[src/rtl/uart_tx_sched_pkg.sv]
// Shared types for the UART transmit scheduler.
// Byte frame type, scheduler states and the word-width constant.
package uart_tx_sched_pkg;

    typedef logic [7:0] dataframe_t;

    typedef enum logic [2:0] {
        IDLE,
        ISSUE,
        WAIT_HI,
        WAIT_LO,
        NEXT
    } tx_sched_state_t;

    localparam int TX_SCHED_WORD_W = 16;

    // Pick one byte of a word: 0 = low byte, 1 = high byte.
    function automatic dataframe_t word_byte(
        input logic [TX_SCHED_WORD_W-1:0] w,
        input logic                       sel
    );
        return sel ? w[15:8] : w[7:0];
    endfunction

endpackage

[src/rtl/uart_tx_sched_rr_arbiter.sv]
// Round-robin arbiter for the UART transmit scheduler.
// Combinational; the pointer is owned and updated by the caller.
module uart_tx_sched_rr_arbiter #(
    parameter int NUM_REQ = 2,
    parameter int IDX_W   = (NUM_REQ > 1) ? $clog2(NUM_REQ) : 1
) (
    input  logic [NUM_REQ-1:0] req,
    input  logic [IDX_W-1:0]   rr_ptr,
    input  logic               enable,
    output logic [NUM_REQ-1:0] gnt,
    output logic [IDX_W-1:0]   gnt_idx,
    output logic               any_req
);

    logic             found;
    logic [IDX_W-1:0] cand;

    // Scan from rr_ptr upward (wrapping) and take the first valid request.
    always_comb begin
        gnt     = '0;
        gnt_idx = '0;
        found   = 1'b0;
        cand    = '0;
        for (int k = 0; k < NUM_REQ; k++) begin
            cand = IDX_W'((int'(rr_ptr) + k) % NUM_REQ);
            if (!found && req[cand]) begin
                found   = 1'b1;
                gnt_idx = cand;
            end
        end
        if (found && enable) begin
            gnt[gnt_idx] = 1'b1;
        end
    end

    assign any_req = enable & (|req);

endmodule

[src/rtl/uart_tx_sched.sv]
// Round-robin scheduler sharing one UART transmitter among NUM_REQ words.
// Optional macro UART_TX_SCHED_TIMEOUT_EN adds the TIMEOUT_ERR watchdog.
module uart_tx_sched
    import uart_tx_sched_pkg::*;
#(
    parameter int NUM_REQ = 2,
    parameter int IDX_W   = (NUM_REQ > 1) ? $clog2(NUM_REQ) : 1,
    parameter int TIMEOUT = 15
) (
    input  logic                                    CLK,
    input  logic                                    RST,
    input  logic [NUM_REQ-1:0]                      REQ_VALID,
    input  logic [NUM_REQ-1:0][TX_SCHED_WORD_W-1:0] REQ_DATA,
    input  logic [NUM_REQ-1:0]                      REQ_TWO_BYTE,
    output logic [NUM_REQ-1:0]                      REQ_READY,
    output dataframe_t                              TX_P_DATA,
    output logic                                    TX_DATA_VALID,
    input  logic                                    TX_BUSY,
    output logic [IDX_W-1:0]                        GNT_IDX,
`ifdef UART_TX_SCHED_TIMEOUT_EN
    output logic                                    TIMEOUT_ERR,
`endif
    output logic                                    SCHED_BUSY
);

    tx_sched_state_t            state;
    logic [IDX_W-1:0]           rr_ptr;
    logic                       byte_cnt;
    logic [TX_SCHED_WORD_W-1:0] word_q;
    logic                       two_q;

    logic                       arb_en;
    logic [NUM_REQ-1:0]         arb_gnt;
    logic [IDX_W-1:0]           arb_idx;
    logic                       arb_any;
    logic [IDX_W-1:0]           rr_next;

`ifdef UART_TX_SCHED_TIMEOUT_EN
    localparam int TO_W = $clog2(TIMEOUT + 1);
    logic [TO_W-1:0] to_cnt;
`else
    // TIMEOUT only matters when the watchdog is built in.
    logic unused_timeout;
    assign unused_timeout = (TIMEOUT == 0);
`endif

    assign arb_en     = (state == IDLE);
    assign rr_next    = IDX_W'((int'(arb_idx) + 1) % NUM_REQ);
    assign REQ_READY  = arb_gnt;
    assign SCHED_BUSY = (state != IDLE);

    uart_tx_sched_rr_arbiter #(
        .NUM_REQ (NUM_REQ),
        .IDX_W   (IDX_W)
    ) u_arb (
        .req     (REQ_VALID),
        .rr_ptr  (rr_ptr),
        .enable  (arb_en),
        .gnt     (arb_gnt),
        .gnt_idx (arb_idx),
        .any_req (arb_any)
    );

    // Scheduler FSM: grant, strobe each byte, then follow Busy high and low.
    always_ff @(posedge CLK or negedge RST) begin
        if (!RST) begin
            state         <= IDLE;
            rr_ptr        <= '0;
            byte_cnt      <= 1'b0;
            word_q        <= '0;
            two_q         <= 1'b0;
            TX_P_DATA     <= '0;
            TX_DATA_VALID <= 1'b0;
            GNT_IDX       <= '0;
`ifdef UART_TX_SCHED_TIMEOUT_EN
            to_cnt        <= '0;
            TIMEOUT_ERR   <= 1'b0;
`endif
        end else begin
            TX_DATA_VALID <= 1'b0;
`ifdef UART_TX_SCHED_TIMEOUT_EN
            TIMEOUT_ERR   <= 1'b0;
`endif
            unique case (state)
                IDLE: begin
                    if (arb_any) begin
                        rr_ptr        <= rr_next;
                        GNT_IDX       <= arb_idx;
                        word_q        <= REQ_DATA[arb_idx];
                        two_q         <= REQ_TWO_BYTE[arb_idx];
                        byte_cnt      <= 1'b0;
                        TX_P_DATA     <= word_byte(REQ_DATA[arb_idx], 1'b0);
                        TX_DATA_VALID <= !TX_BUSY;
                        state         <= ISSUE;
                    end
                end
                ISSUE: begin
                    // Strobe is a single ISSUE cycle; stall it while Busy.
                    if (TX_DATA_VALID) begin
                        state <= WAIT_HI;
`ifdef UART_TX_SCHED_TIMEOUT_EN
                        to_cnt <= '0;
`endif
                    end else begin
                        TX_DATA_VALID <= !TX_BUSY;
                    end
                end
                WAIT_HI: begin
                    if (TX_BUSY) begin
                        state <= WAIT_LO;
`ifdef UART_TX_SCHED_TIMEOUT_EN
                    end else if (to_cnt == TO_W'(TIMEOUT - 1)) begin
                        state       <= IDLE;
                        TX_P_DATA   <= '0;
                        TIMEOUT_ERR <= 1'b1;
                    end else begin
                        to_cnt <= to_cnt + 1'b1;
`endif
                    end
                end
                WAIT_LO: begin
                    if (!TX_BUSY) begin
                        state <= NEXT;
                    end
                end
                NEXT: begin
                    if (two_q && !byte_cnt) begin
                        // byte_cnt is 0 here, so this selects the high byte.
                        byte_cnt      <= 1'b1;
                        TX_P_DATA     <= word_byte(word_q, !byte_cnt);
                        TX_DATA_VALID <= !TX_BUSY;
                        state         <= ISSUE;
                    end else begin
                        TX_P_DATA <= '0;
                        state     <= IDLE;
                    end
                end
                default: begin
                    state <= IDLE;
                end
            endcase
        end
    end

endmodule

[config.mk]
export PLATFORM = sky130hd
export DESIGN_NAME = uart_tx_sched
export DESIGN_NICKNAME = d
export VERILOG_FILES = /design/src/rtl/uart_tx_sched_pkg.sv /design/src/rtl/uart_tx_sched_rr_arbiter.sv /design/src/rtl/uart_tx_sched.sv
export SDC_FILE = /design/constraint.sdc
export NUM_CORES = 1
export LEC_CHECK = 0
export ABC_AREA = 1
export CAP_MARGIN = 20
export CORE_ASPECT_RATIO = 0.8
export CORE_MARGIN = 2
export CORE_UTILIZATION = 40
export CTS_CLUSTER_SIZE = 8
export DETAILED_ROUTE_END_ITERATION = 10
export GPL_ROUTABILITY_DRIVEN = 0
export HOLD_SLACK_MARGIN = 0.05
export PLACE_DENSITY = 0.76
export SYNTH_ARGS = -nofsm -noshare
export SYNTH_HDL_FRONTEND = slang
export SYNTH_SLANG_ARGS = --single-unit
export TNS_END_PERCENT = 50
[constraint.sdc]
create_clock -name CLK -period 1.8 [get_ports CLK]
set_clock_uncertainty 0.2 [all_clocks]
set_input_delay 0.54 -clock CLK [delete_from_list [all_inputs] [get_ports CLK]]
set_output_delay 0.54 -clock CLK [all_outputs]
set_load 0.02 [all_outputs]
Yosys cells after proc, flatten, opt, wreduce, memory -nomap -nowiden
Index checks and enable logic that the tools add are counted.
Widths: inputs -> output; s select.
- input port bits: 39
- output and inout bits: 13
- word-level logic and storage cells: 71
- register bits: 32
- muxes and demuxes: 32
- add/sub/neg operators: 2
- bitwise operators: 1
- reductions and logical operators: 15
- magnitude comparators: 4
- equality and inequality tests: 9
- operator list (operator ; count):
    $mux 16 ; 2
    $mux 8 ; 3
    $mux 1 ; 17
    $pmux 8 s2 ; 1
    $pmux 3 s5 ; 1
    $mux 3 ; 4
    $ne 2x2->1 const B ; 5
    $eq 3x2->1 const B ; 2
    $lt 1x2->1 const B ; 3
    $logic_and 1x1->1 ; 4
    $reduce_and 2->1 ; 2
    $reduce_and 4->1 ; 1
    $eq 3x1->1 const B ; 1
    $eq 3x3->1 const B ; 1
    $logic_not 1->1 ; 3
    $logic_not 3->1 ; 1
    $pmux 1 s3 ; 1
    $reduce_and 3->1 ; 1
    $reduce_bool 3->1 ; 1
    $add 1x1->1 const B ; 2
    $mux 2 ; 1
    $pmux 1 s2 ; 1
    $reduce_bool 2->1 ; 1
    $reduce_or 2->1 ; 1
    3 further kinds ; 3

Logic depth before layout (Yosys ltp)
Gate-level depths: netlist of run 1.
- depth after elaboration: 11
- mapped depth: 9
- depth with buffers taken out: 8

Cells and area by module
A second synthesis of run 1 with hierarchy kept.
- cell total of the unflattened synthesis: 202
- area total of the unflattened synthesis: 1423.9 um^2
- by module, submodules not included (module ; times used ; area each (um^2) ; cells an instance ; seq. area each (um^2)):
    uart_tx_sched ; 1 ; 1382.6 ; 193 ; 600.6
    uart_tx_sched_rr_arbiter ; 1 ; 41.3 ; 9 ; 0.0

Worst setup path after synthesis of run 1
OpenSTA, ideal clock, no wires.
- kind: register to output
- start: reg state[0]
- end: out REQ_READY[0]
- arrival: 1291 ps
- cell stages (with the launch flop): 5
- buffers on the path: 1
- setup slack: -231 ps
- data required time: 1060 ps
- cell sequence: dfrtp_1 -> nor2_4 -> o211ai_2 -> buf_4 -> nor2_1
- cells in the longest elaborated chain, start to end: 3
- RTL lines (element ; RTL line ; source):
    from (decl) ; uart_tx_sched.sv:26 ; tx_sched_state_t state;
    from (signal assigned) ; uart_tx_sched.sv:67 ; state <= IDLE;
    from (signal assigned) ; uart_tx_sched.sv:94 ; state <= ISSUE;
    from (signal assigned) ; uart_tx_sched.sv:100 ; state <= WAIT_HI;
    $logic_not 3->1 ; uart_tx_sched.sv:47 ; assign arb_en = (state == IDLE);
    $logic_and 1x1->1 ; uart_tx_sched_rr_arbiter.sv:31 ; if (found && enable) begin
    $mux 2 ; uart_tx_sched_rr_arbiter.sv:31 ;
    to (decl) ; uart_tx_sched.sv:15 ; output logic [NUM_REQ-1:0] REQ_READY,
No other way between the ends.

Final worst setup path of run 1
- start: reg state[0]
- end: out SCHED_BUSY
- cells in the longest elaborated chain, start to end: 1
- RTL lines (element ; RTL line ; source):
    $reduce_bool 3->1 ; uart_tx_sched.sv:50 ; assign SCHED_BUSY = (state != IDLE);
    to (decl) ; uart_tx_sched.sv:23 ; output logic SCHED_BUSY
No other way between the ends.

==> results of run 1 <==
==> kinds of logic (layout without fill, tap and decap cells) <==
logic type             count (synthesis)  count (layout)  share of synthesized area (%)
AOI/OAI and AO/OA                      8               8                          4.835
buffers and inverters                 32              97                          11.05
and+or+nand+nor                      145             145                          42.66
DFF                                   24              24                          41.45
==> per-layer routing <==
layer  vias to the layer above  wire (µm)  global-route usage, %
met4                         0          0                  3.504
met3                         0        235                  5.391
met5                         -          0                      0
li1                        765          -                      -
met1                       626       1710                  26.22
met2                        48       1620                  31.35
==> flip-flops by register name (all words and copies together) (netlist names) <==
register	flops
GNT_IDX	1
TX_DATA_VALID	1
TX_P_DATA	8
byte_cnt	1
rr_ptr	1
state	3
two_q	1
word_q	8
==> Yosys cell counts, drive strengths merged <==
cell / number / area, µm²
o211ai: 1 / 12.51
nand2: 116 / 455.4
nand4: 1 / 6.260
nor2: 8 / 56.31
buf: 6 / 60.05
o21ai: 4 / 23.77
nand3: 20 / 100.1
a31oi: 1 / 12.51
inv: 26 / 100.1
dfrtp: 24 / 600.6
a21oi: 2 / 21.27
==> layout by cell type (no fill, tap or decap), types with 2 or more instances in the layout <==
master | netlist | routed
nor2_1 | 5 | 4
nor2_4 | 1 | 3
nand2_1 | 112 | 111
nand2_8 | 0 | 2
o21ai_0 | 2 | 2
dfrtp_1 | 24 | 24
clkbuf_8 | 0 | 3
clkdlybuf4s50_1 | 0 | 36
inv_1 | 21 | 21
inv_2 | 4 | 4
buf_6 | 4 | 4
dlygate4sd2_1 | 0 | 10
nand2_4 | 2 | 2
nand3_1 | 20 | 20
buf_4 | 2 | 17
==> power groups by stage <==
stage               clock (W)  combinational (W)  sequential, W
CTS                  0.000311            0.00183       0.000946
global route         0.000341            0.00202       0.000977
finish               0.000305            0.00182       0.000945
detailed placement          0            0.00185       0.000959
global placement            0            0.00180       0.000953
floorplan                   0            0.00103        0.00110
==> area by class of cell <==
cell class / count / area, µm² / area share [%]
multi-input cells: 153 / 739.5 / 34.24
repair buffers: 68 / 625.6 / 28.97
flip-flops and latches: 24 / 600.6 / 27.81
inverters: 26 / 100.1 / 4.635
well taps: 42 / 52.55 / 2.433
clock buffers: 3 / 41.29 / 1.912
==> worst max-delay path, stage by stage (launching register included) <==
cell and delay [ps]:
dfrtp_1 410, nor2_4 170, nand2_2 110, buf_6 120
buf_6 120
==> path summary, 6_finish.rpt <==
| kind | start | depth (start not counted) | endpoint | slack (ps) |
|---|---|---|---|---|
| setup / recovery | state[0]$_DFFE_PN0P_ | 4 | SCHED_BUSY | -130 |
| hold / removal | GNT_IDX$_DFFE_PN0P_ | 2 | GNT_IDX$_DFFE_PN0P_ | 280 |
| setup reg to reg | state[0]$_DFFE_PN0P_ | 8 | TX_P_DATA[4]$_DFFE_PN0P_ | 240 |
| hold reg to reg | GNT_IDX$_DFFE_PN0P_ | 2 | GNT_IDX$_DFFE_PN0P_ | 280 |
| max in group asynchronous | RST | 2 | word_q[11]$_DFFE_PN0P_ | 730 |
| min in group asynchronous | RST | 2 | TX_P_DATA[0]$_DFFE_PN0P_ | 440 |
==> timing repair <==
| action | in CTS | in global routing |
|---|---|---|
| buffers inserted | 1 | 1 |
| gates resized for setup | 40 | 0 |
| endpoints found under the setup margin | 34 | 11 |
| pin swaps | 3 | 0 |
==> through the flow <==
step | utilization (%) | setup TNS [ps] | power [W] | area, µm² | worst slack [ps]
floorplan | - | -96.69 | 0.002123 | 1501 | -70.30
global placement | 61.27 | -13210 | 0.002754 | 2112 | -1043
detailed placement | 61.27 | -14170 | 0.002805 | 2112 | -1066
CTS | 62.65 | -394.8 | 0.003088 | 2160 | -142.2
global route | 62.65 | -543.8 | 0.003341 | 2160 | -186.6
finish | 62.65 | -375.5 | 0.003067 | 2160 | -131.9
==> run_results.csv, run 1 <==
group,metric,value,unit
clock_tree,worstSkewPairLatency,260,ps
die,fp.dieW,71.29,µm
die,die_area,4123,µm²
die,die_h,57.83,µm
final_layout,antennaDiodeCount,0,
final_layout,drive_gt1_share,15.69,%
die,boundaryPins,52,
global_route,antenna_found_initial,0,
clock_tree,holdBufCountCts,0,
global_route,grt-ovfl-total,0,
yosys,syn-num-nets,248,
route,drt-total-wl,3.566,mm
route,ant_nets,0,
sta,final-hold-violation-count,0,
final_layout,finalNonFillerCells,316,
power_and_ir_drop,power.share.clock,9.9,%
sta,rsz0062_at_grt,"yes",
global_route,grt_pass1_wl,6.313,mm
placed_design,numPortBuffers,51,
clock_tree,cts_buffers,3,
placed_design,post-dp-hpwl,2.817,mm
route,num_vias,1439,
die,rows,19,
route,drt_iter0_drc,62,
yosys,netlist_area,1449,µm²
sta,setup_viol,3,
critical_path,cp.required,1060,ps
clock_tree,clkSinkCount,24,
global_route,grt_pass1_vias,1386,
global_route,track_usage,19.27,%
sta,max_freq,0.5176,GHz
sta,period_needed,1932,ps
power_and_ir_drop,ir_drop,0.5890,mV
critical_path,cp-start-kind,"register",
route,wl_per_cell,11.28,µm
clock_tree,htree_levels,1,
yosys,synth_seq_area_share,41.45,%
clock_tree,clkSlewWorstSetupHoldPaths,80,ps
power_and_ir_drop,combPwrFrac,59.3,%
power_and_ir_drop,power_switching,0.001365,W
sta,slew_headroom,79.66,%
placed_design,placedCellCount,312,
clock_tree,cts_tree,"yes",
critical_path,worstPathMaxFanout,3,
yosys,synth_warnings,0,
power_and_ir_drop,power_density,1420,nW/µm²
final_layout,nNetsFinal,315,
yosys,synth_seq_cells,24,
final_layout,fillCellCount,316,
critical_path,cp.arrival,1190,ps
clock_tree,clockBufferDepth,2,
die,coreArea,3447,µm²
critical_path,path_class,"register to primary output",
yosys,yosys.cell_types.count,22,
route,drt-pass1-iter-count,4,
critical_path,end_kind,"primary output",
hold_path,hold_class,"register to register",
clock_tree,cts_root_buffer,"clkbuf_8",
flow_run,cap_viol_max_count,0,
sta,hold_ws,279.5,ps
power_and_ir_drop,power.leakage,1.191,nW
yosys,netlist_instances,209,
route,vias_per_cell,4.554,
sta,worstMarginPinSlew,305.1,ps
run_status,violations,"setup timing",
sta,min_period_over_period,107.3,%
route,drc,0,
sta,layout_setup_ws,-131.9,ps
yosys,syn_avg_cell_area,6.932,µm²
die,initial_core_util,42.03,%
run_status,status,"complete, but fails checks",
power_and_ir_drop,netSwitchingFraction,44.51,%
final_layout,area_growth,49.05,%
power_and_ir_drop,internal_power,0.001702,W
global_route,grt_max_degree,25,
sta,slew_violations,0,
power_and_ir_drop,pwr-share-seq,30.8,%
Power figures use the tool's default switching activity.
==> run 2: changes to the inputs <==
--- a/config.mk
+++ b/config.mk
@@ -7,15 +7,17 @@
 export LEC_CHECK = 0
 export ABC_AREA = 1
 export CAP_MARGIN = 20
-export CORE_ASPECT_RATIO = 0.8
+export CORE_ASPECT_RATIO = 1.4
 export CORE_MARGIN = 2
-export CORE_UTILIZATION = 40
+export CORE_UTILIZATION = 41
+export CTS_BUF_LIST = sky130_fd_sc_hd__clkbuf_2 sky130_fd_sc_hd__clkbuf_4 sky130_fd_sc_hd__clkbuf_8
 export CTS_CLUSTER_SIZE = 8
 export DETAILED_ROUTE_END_ITERATION = 10
 export GPL_ROUTABILITY_DRIVEN = 0
 export HOLD_SLACK_MARGIN = 0.05
-export PLACE_DENSITY = 0.76
+export PLACE_DENSITY = 0.78
 export SYNTH_ARGS = -nofsm -noshare
 export SYNTH_HDL_FRONTEND = slang
+export SYNTH_HIERARCHICAL = 1
 export SYNTH_SLANG_ARGS = --single-unit
 export TNS_END_PERCENT = 50
==> run 2 against run 1 <==
  * The run still ends with setup timing left
  * Via count increased by 6.1%
  * Combinational power increased by 13%
  * Synthesized cell count decreased by 3.3%
  * Utilization increased by 5.2 points
  * Setup slack got worse by 54 ps
  * Die area decreased by 3.8%
  * Sequential power decreased by 1%
  * Largest cell class is now buffers
  * Highest routed layer is now met4
==> run_results.csv, run 2 <==
group,metric,value,unit
power_and_ir_drop,internal_power,0.001925,W
clock_tree,clkSinkCount,24,
yosys,netlist_area,1424,µm²
critical_path,end_kind,"primary output",
power_and_ir_drop,power_switching,0.001420,W
final_layout,multiInputGateArea,730.7,µm²
power_and_ir_drop,ir_drop,0.8289,mV
route,drt-total-wl,3.767,mm
critical_path,reg2regPathDepth,11,
sta,rsz0062_at_grt,"yes",
yosys,netlist_instances,202,
route,drt-pass1-iter-count,4,
hold_path,hold_class,"register to register",
final_layout,drive_gt1_share,22.63,%
global_route,grt-ovfl-total,0,
hold_path,min_path_cells,2,
power_and_ir_drop,netSwitchingFraction,42.45,%
yosys,syn-num-nets,241,
yosys,synth_top_area_cell,"dfrtp_1",
yosys,yosys-top-cells-count,"nand2_1 (90), nand3_1 (33), dfrtp_1 (24), inv_1 (19), nor2_1 (7)",
yosys,ys_async_sr_fraction,100.0,%
critical_path,worst_path_largest_cell_delay,430,ps
critical_path,cp-start-kind,"register",
critical_path,r2r-start,"state[1]$_DFFE_PN0P_",
yosys,synth.area.top_cells,"dfrtp_1 (42%), nand2_1 (24%), nand3_1 (12%), inv_1 (5.0%), buf_6 (4.0%)",
global_route,grt_pass1_vias,1401,
critical_path,path_class,"register to primary output",
critical_path,r2r_end,"word_q[13]$_DFFE_PN0P_",
final_layout,mostFrequentLayoutCell,"nand2_1",
route,num_vias,1527,
critical_path,reg2reg_slack,-130,ps
clock_tree,clockBufferDepth,2,
yosys,syn_avg_cell_area,7.049,µm²
route,wl_per_cell,12.00,µm
critical_path,crit_slowest_cell,"dfrtp_2",
placed_design,dp_slack,-862.9,ps
route,ant_nets,0,
route,drt_iter0_drc,21,
power_and_ir_drop,power.share.clock,10.8,%
sta,slew_violations,0,
final_layout,top_regs,"TX_P_DATA x8, word_q x8, state x3",
yosys,synth_edf_count,0,
critical_path,cp.arrival,1250,ps
clock_tree,clkSlewWorstSetupHoldPaths,80,ps
final_layout,antennaDiodeCount,0,
die,die_area,3967,µm²
power_and_ir_drop,power.leakage,1.178,nW
final_layout,regArea,601.8,µm²
clock_tree,htree_levels,1,
power_and_ir_drop,pwr-share-seq,28.0,%
clock_tree,cts_tree,"yes",
die,initial_core_util,42.54,%
final_layout,fin_util,67.85,%
route,drc,0,
die,die_h,73.73,µm
route,vias_per_cell,4.863,
global_route,antenna_found_initial,0,
clock_tree,holdBufCountCts,0,
final_layout,nNetsFinal,314,
hold_path,whs_endpoint,"TX_P_DATA[0]$_DFFE_PN0P_",
sta,hold_ws,278.0,ps
clock_tree,cts_buffers,3,
final_layout,layout.cells.most_common_list,"nand2_1 (83), clkdlybuf4s50_1 (36), nand3_1 (29)",
hold_path,hp-start,"TX_P_DATA[0]$_DFFE_PN0P_",
power_and_ir_drop,combPwrFrac,61.2,%
die,coreArea,3347,µm²
sta,slew_headroom,79.55,%
clock_tree,worstSkewPairLatency,260,ps
yosys,synth_seq_cells,24,
sta,period_needed,1986,ps
run_status,violations,"setup timing",
placed_design,dpl_cell_area,2052,µm²
critical_path,cp.required,1060,ps
die,boundaryPins,52,
sta,setup_viol,16,
global_route,grt_pass1_wl,6.065,mm
final_layout,area_growth,59.49,%
yosys,synth_most_common_cell,"nand2_1",
sta,layout_setup_ws,-185.8,ps
final_layout,final_area,2271,µm²
final_layout,fillCellCount,278,
yosys,yosys.cell_types.count,20,
flow_run,cap_viol_max_count,0,
yosys,synth_seq_area_share,42.18,%
critical_path,crit_chain,"nor2_4 -> nand2_4 -> inv_4 -> o21ai_4 -> nor2_2 -> buf_6",
power_and_ir_drop,power_density,1473,nW/µm²
yosys,synth_warnings,6,
global_route,grt_max_degree,25,
die,rows,25,
yosys,synth_ff_type,"dfrtp_1",
yosys,netlist.area_leader.share,42.18,%
run_status,status,"complete, but fails checks",
clock_tree,cts_root_buffer,"clkbuf_8",
placed_design,numPortBuffers,51,
sta,final-hold-violation-count,0,
die,fp.dieW,53.81,µm
sta,min_period_over_period,110.3,%
global_route,track_usage,20.67,%
sta,worstMarginPinSlew,306.8,ps
critical_path,worstPathMaxFanout,3,
sta,max_freq,0.5036,GHz
placed_design,post-dp-hpwl,2.633,mm
-- run 2: per-layer routing --
| metal | up-vias | share of wire [%] | wire [µm] | track usage [%] |
|---|---|---|---|---|
| li1 | 781 | - | - | - |
| met1 | 694 | 38 | 1432 | 23.81 |
| met2 | 44 | 57 | 2140 | 37.67 |
| met3 | 8 | 2.9 | 108 | 1.423 |
| met4 | 0 | 2.3 | 86 | 8.832 |
| met5 | - | 0 | 0 | 0 |
-- run 2: power groups by stage --
stage / Sequential [W] / Clock (W) / Combinational (W)
finish: 0.000936 / 0.000363 / 0.00205
global route: 0.000966 / 0.000385 / 0.00225
CTS: 0.000923 / 0.000375 / 0.00189
detailed placement: 0.000935 / 0 / 0.00174
global placement: 0.000928 / 0 / 0.00170
floorplan: 0.00105 / 0 / 0.000979
-- run 2: logic make-up after synthesis --
kind of cell	after synthesis	synth area share (%)
buffers and inverters	28	10.90
AND/OR/NAND/NOR	137	41.21
flip-flops	24	42.18
AO/OA/AOI/OAI	13	5.712
-- run 2: worst max path at each step --
stage | startpoint | endpoint | slack [ps]
2_1_floorplan | state[1]$_DFFE_PN0P_ | REQ_READY[0] | -9
3_3_place_gp | REQ_VALID[0] | REQ_READY[1] | -820
3_5_place_dp | REQ_VALID[0] | REQ_READY[1] | -860
4_1_cts | state[0]$_DFFE_PN0P_ | REQ_READY[0] | -190
5_1_grt | state[1]$_DFFE_PN0P_ | REQ_READY[1] | -260
6_report | state[1]$_DFFE_PN0P_ | REQ_READY[0] | -190
-- run 2: per-stage QoR --
step | setup TNS [ps] | instances | power (W)
after detailed placement | -15820 | 301 | 0.002672
after floorplan | -18.91 | 202 | 0.002026
final | -1709 | 314 | 0.003345
after global routing | -3580 | 314 | 0.003604
after global placement | -14300 | 301 | 0.002627
after CTS | -2301 | 310 | 0.003189
-- run 2: layout make-up --
| cell class | instances | share of cell area, % |
|---|---|---|
| repair buffers | 75 | 32.45 |
| clock buffers | 4 | 2.424 |
| inverters | 20 | 3.912 |
| flip-flops and latches | 24 | 26.50 |
| well taps | 40 | 2.204 |
| multi-input cells | 150 | 32.18 |
| repair inverters | 1 | 0.3306 |
-- run 2: what timing repair did --
| action | 4_1_cts | 5_1_grt |
|---|---|---|
| pin swaps | 4 | 18 |
| gates cloned | 3 | 0 |
| setup endpoints to repair | 37 | 23 |
| buffers inserted | 2 | 4 |
| resized for setup | 38 | 26 |
-- run 2: critical path, delay by kind of cell (launching register included) --
family / cells / cell delay [ps]
and+or+nand+nor: 3 / 310
DFF: 1 / 430
AOI/OAI and AO/OA: 1 / 60
buffers and inverters: 2 / 180
==> run 3: changes to the inputs <==
--- a/config.mk
+++ b/config.mk
@@ -15,9 +15,9 @@
 export DETAILED_ROUTE_END_ITERATION = 10
 export GPL_ROUTABILITY_DRIVEN = 0
 export HOLD_SLACK_MARGIN = 0.05
-export PLACE_DENSITY = 0.78
+export PLACE_DENSITY = 0.77
+export SLEW_MARGIN = 30
 export SYNTH_ARGS = -nofsm -noshare
 export SYNTH_HDL_FRONTEND = slang
-export SYNTH_HIERARCHICAL = 1
 export SYNTH_SLANG_ARGS = --single-unit
 export TNS_END_PERCENT = 50
==> run 3 against run 2 <==
  * The flow still finishes with violations (setup timing)
  * Setup slack better by 30 ps
  * Non-clock buffer count down 5
  * Sequential power up 2%
  * Fmax up 1.5%
  * Wire length down 8.0%
  * Cell area down 3.1%
  * Critical path type unchanged
  * Largest cell class is now multi-input combinational cells
==> run_results.csv, run 3 (synthesis gave the netlist of run 1 again) <==
group,metric,value,unit
run_status,status,"complete, but fails checks",
run_status,violations,"setup timing",
final_layout,area_growth,51.81,%
critical_path,cp_top_family,"flip-flops",
route,drt_iter0_drc,41,
die,fp.dieW,54.24,µm
final_layout,antennaDiodeCount,0,
final_layout,nNetsFinal,317,
placed_design,post-dp-hpwl,2.505,mm
power_and_ir_drop,ir_drop,0.8664,mV
placed_design,placedCellCount,310,
final_layout,top_regs,"TX_P_DATA x8, word_q x8, state x3",
die,coreArea,3378,µm²
clock_tree,cts_buffers,3,
route,drc,0,
critical_path,critical_path_buf_inv_count,2,
die,rows,25,
clock_tree,htree_levels,1,
sta,max_freq,0.5113,GHz
critical_path,cp.arrival,1220,ps
critical_path,cp.required,1060,ps
clock_tree,cts_root_buffer,"clkbuf_8",
global_route,grt-ovfl-total,0,
critical_path,crit_slowest_cell,"dfrtp_1",
global_route,use_met1,22.72,%
global_route,grt_pass1_vias,1398,
critical_path,path_class,"register to primary output",
global_route,track_usage,19.18,%
die,die_h,74.34,µm
clock_tree,clkSinkCount,24,
global_route,grt_max_degree,25,
route,num_vias,1477,
sta,worstMarginPinSlew,317.7,ps
clock_tree,clockBufferDepth,2,
final_layout,layout.cells.most_common_list,"nand2_1 (111), clkdlybuf4s50_1 (36), dfrtp_1 (24)",
die,initial_core_util,42.89,%
critical_path,worst_path_largest_cell_delay,420,ps
route,wl_per_cell,10.93,µm
final_layout,finalNonFillerCells,317,
critical_path,crit_chain,"nor2_4 -> buf_6 -> o211ai_4 -> nor2_4 -> buf_6",
final_layout,fin_util,65.11,%
critical_path,cp-start-kind,"register",
hold_path,hold_class,"register to register",
route,ant_nets,0,
sta,setup_viol,3,
clock_tree,cts_tree,"yes",
critical_path,end_kind,"primary output",
sta,slew_headroom,78.82,%
final_layout,drive_gt1_share,16.61,%
global_route,antenna_found_initial,0,
power_and_ir_drop,finalPower,0.003156,W
sta,period_needed,1956,ps
route,drt-total-wl,3.464,mm
critical_path,worstPathMaxFanout,3,
global_route,met3_usage,2.610,%
route,vias_per_cell,4.659,
global_route,top_usage_layer,"met2",
die,boundaryPins,52,
power_and_ir_drop,power_density,1435,nW/µm²
global_route,grt_pass1_wl,5.761,mm
sta,final-hold-violation-count,0,
route,drt-pass1-iter-count,4,
final_layout,mostFrequentLayoutCell,"nand2_1",
clock_tree,clkSlewWorstSetupHoldPaths,80,ps
sta,slew_violations,0,
flow_run,cap_viol_max_count,0,
clock_tree,worstSkewPairLatency,260,ps
die,die_area,4032,µm²
sta,layout_setup_ws,-155.8,ps
sta,rsz0062_at_grt,"yes",
power_and_ir_drop,power.leakage,1.210,nW
placed_design,numPortBuffers,51,
global_route,use_met2,32.80,%
sta,min_period_over_period,108.7,%
run 3: routing by layer:
layer | vias up | routed length [µm]
li1 | 770 | -
met1 | 649 | 1400
met2 | 46 | 1814
met3 | 12 | 139
met4 | 0 | 109
met5 | - | 0
run 3: worst paths after layout:
| check | startpoint | end | slack [ps] | depth (start not counted) |
|---|---|---|---|---|
| max | state[1]$_DFFE_PN0P_ | REQ_READY[0] | -160 | 5 |
| min | GNT_IDX$_DFFE_PN0P_ | GNT_IDX$_DFFE_PN0P_ | 280 | 2 |
| max reg2reg | state[1]$_DFFE_PN0P_ | TX_P_DATA[7]$_DFFE_PN0P_ | 100 | 10 |
| min reg2reg | GNT_IDX$_DFFE_PN0P_ | GNT_IDX$_DFFE_PN0P_ | 280 | 2 |
| max in group asynchronous | RST | word_q[15]$_DFFE_PN0P_ | 730 | 2 |
| min in group asynchronous | RST | TX_DATA_VALID$_DFF_PN0_ | 430 | 2 |
run 3: worst min-delay path, stage by stage (launching register included):
cell and delay, ps:
dfrtp_1 350, nand2_1 60, o21ai_2 50
run 3: layout make-up:
cell class / instances / area [µm²]
multi-input cells: 153 / 739.5
inverters: 26 / 102.6
fillers: 297 / 1179
clock buffers: 4 / 55.05
flip-flops and latches: 24 / 600.6
well taps: 40 / 50.05
repair buffers: 70 / 651.9
run 3: power breakdown:
group	internal [W]	switching (W)	leakage [nW]
Combinational	0.000782	0.00106	0.883
Sequential	0.000805	0.000146	0.298
Clock	0.000195	0.000166	0.0288
run 3: per-stage QoR:
stage	hold WS, ps	area [µm²]	TNS [ps]	setup WS [ps]
finish	282.0	2200	-368.6	-155.8
global route	309.2	2200	-545.7	-210.0
CTS	284.8	2188	-358.1	-170.2
detailed placement	265.4	2110	-10720	-983.5
global placement	261.2	2110	-9935	-980.4
floorplan	44.41	1501	-96.69	-70.30
run 3: timing repair:
item                       in CTS  in global routing
hold buffers                    0                  0
gates resized for setup        40                  1
setup buffers                   2                  1
cloned                          0                  0
setup endpoints to repair      31                  3
pin swaps                       4                  1
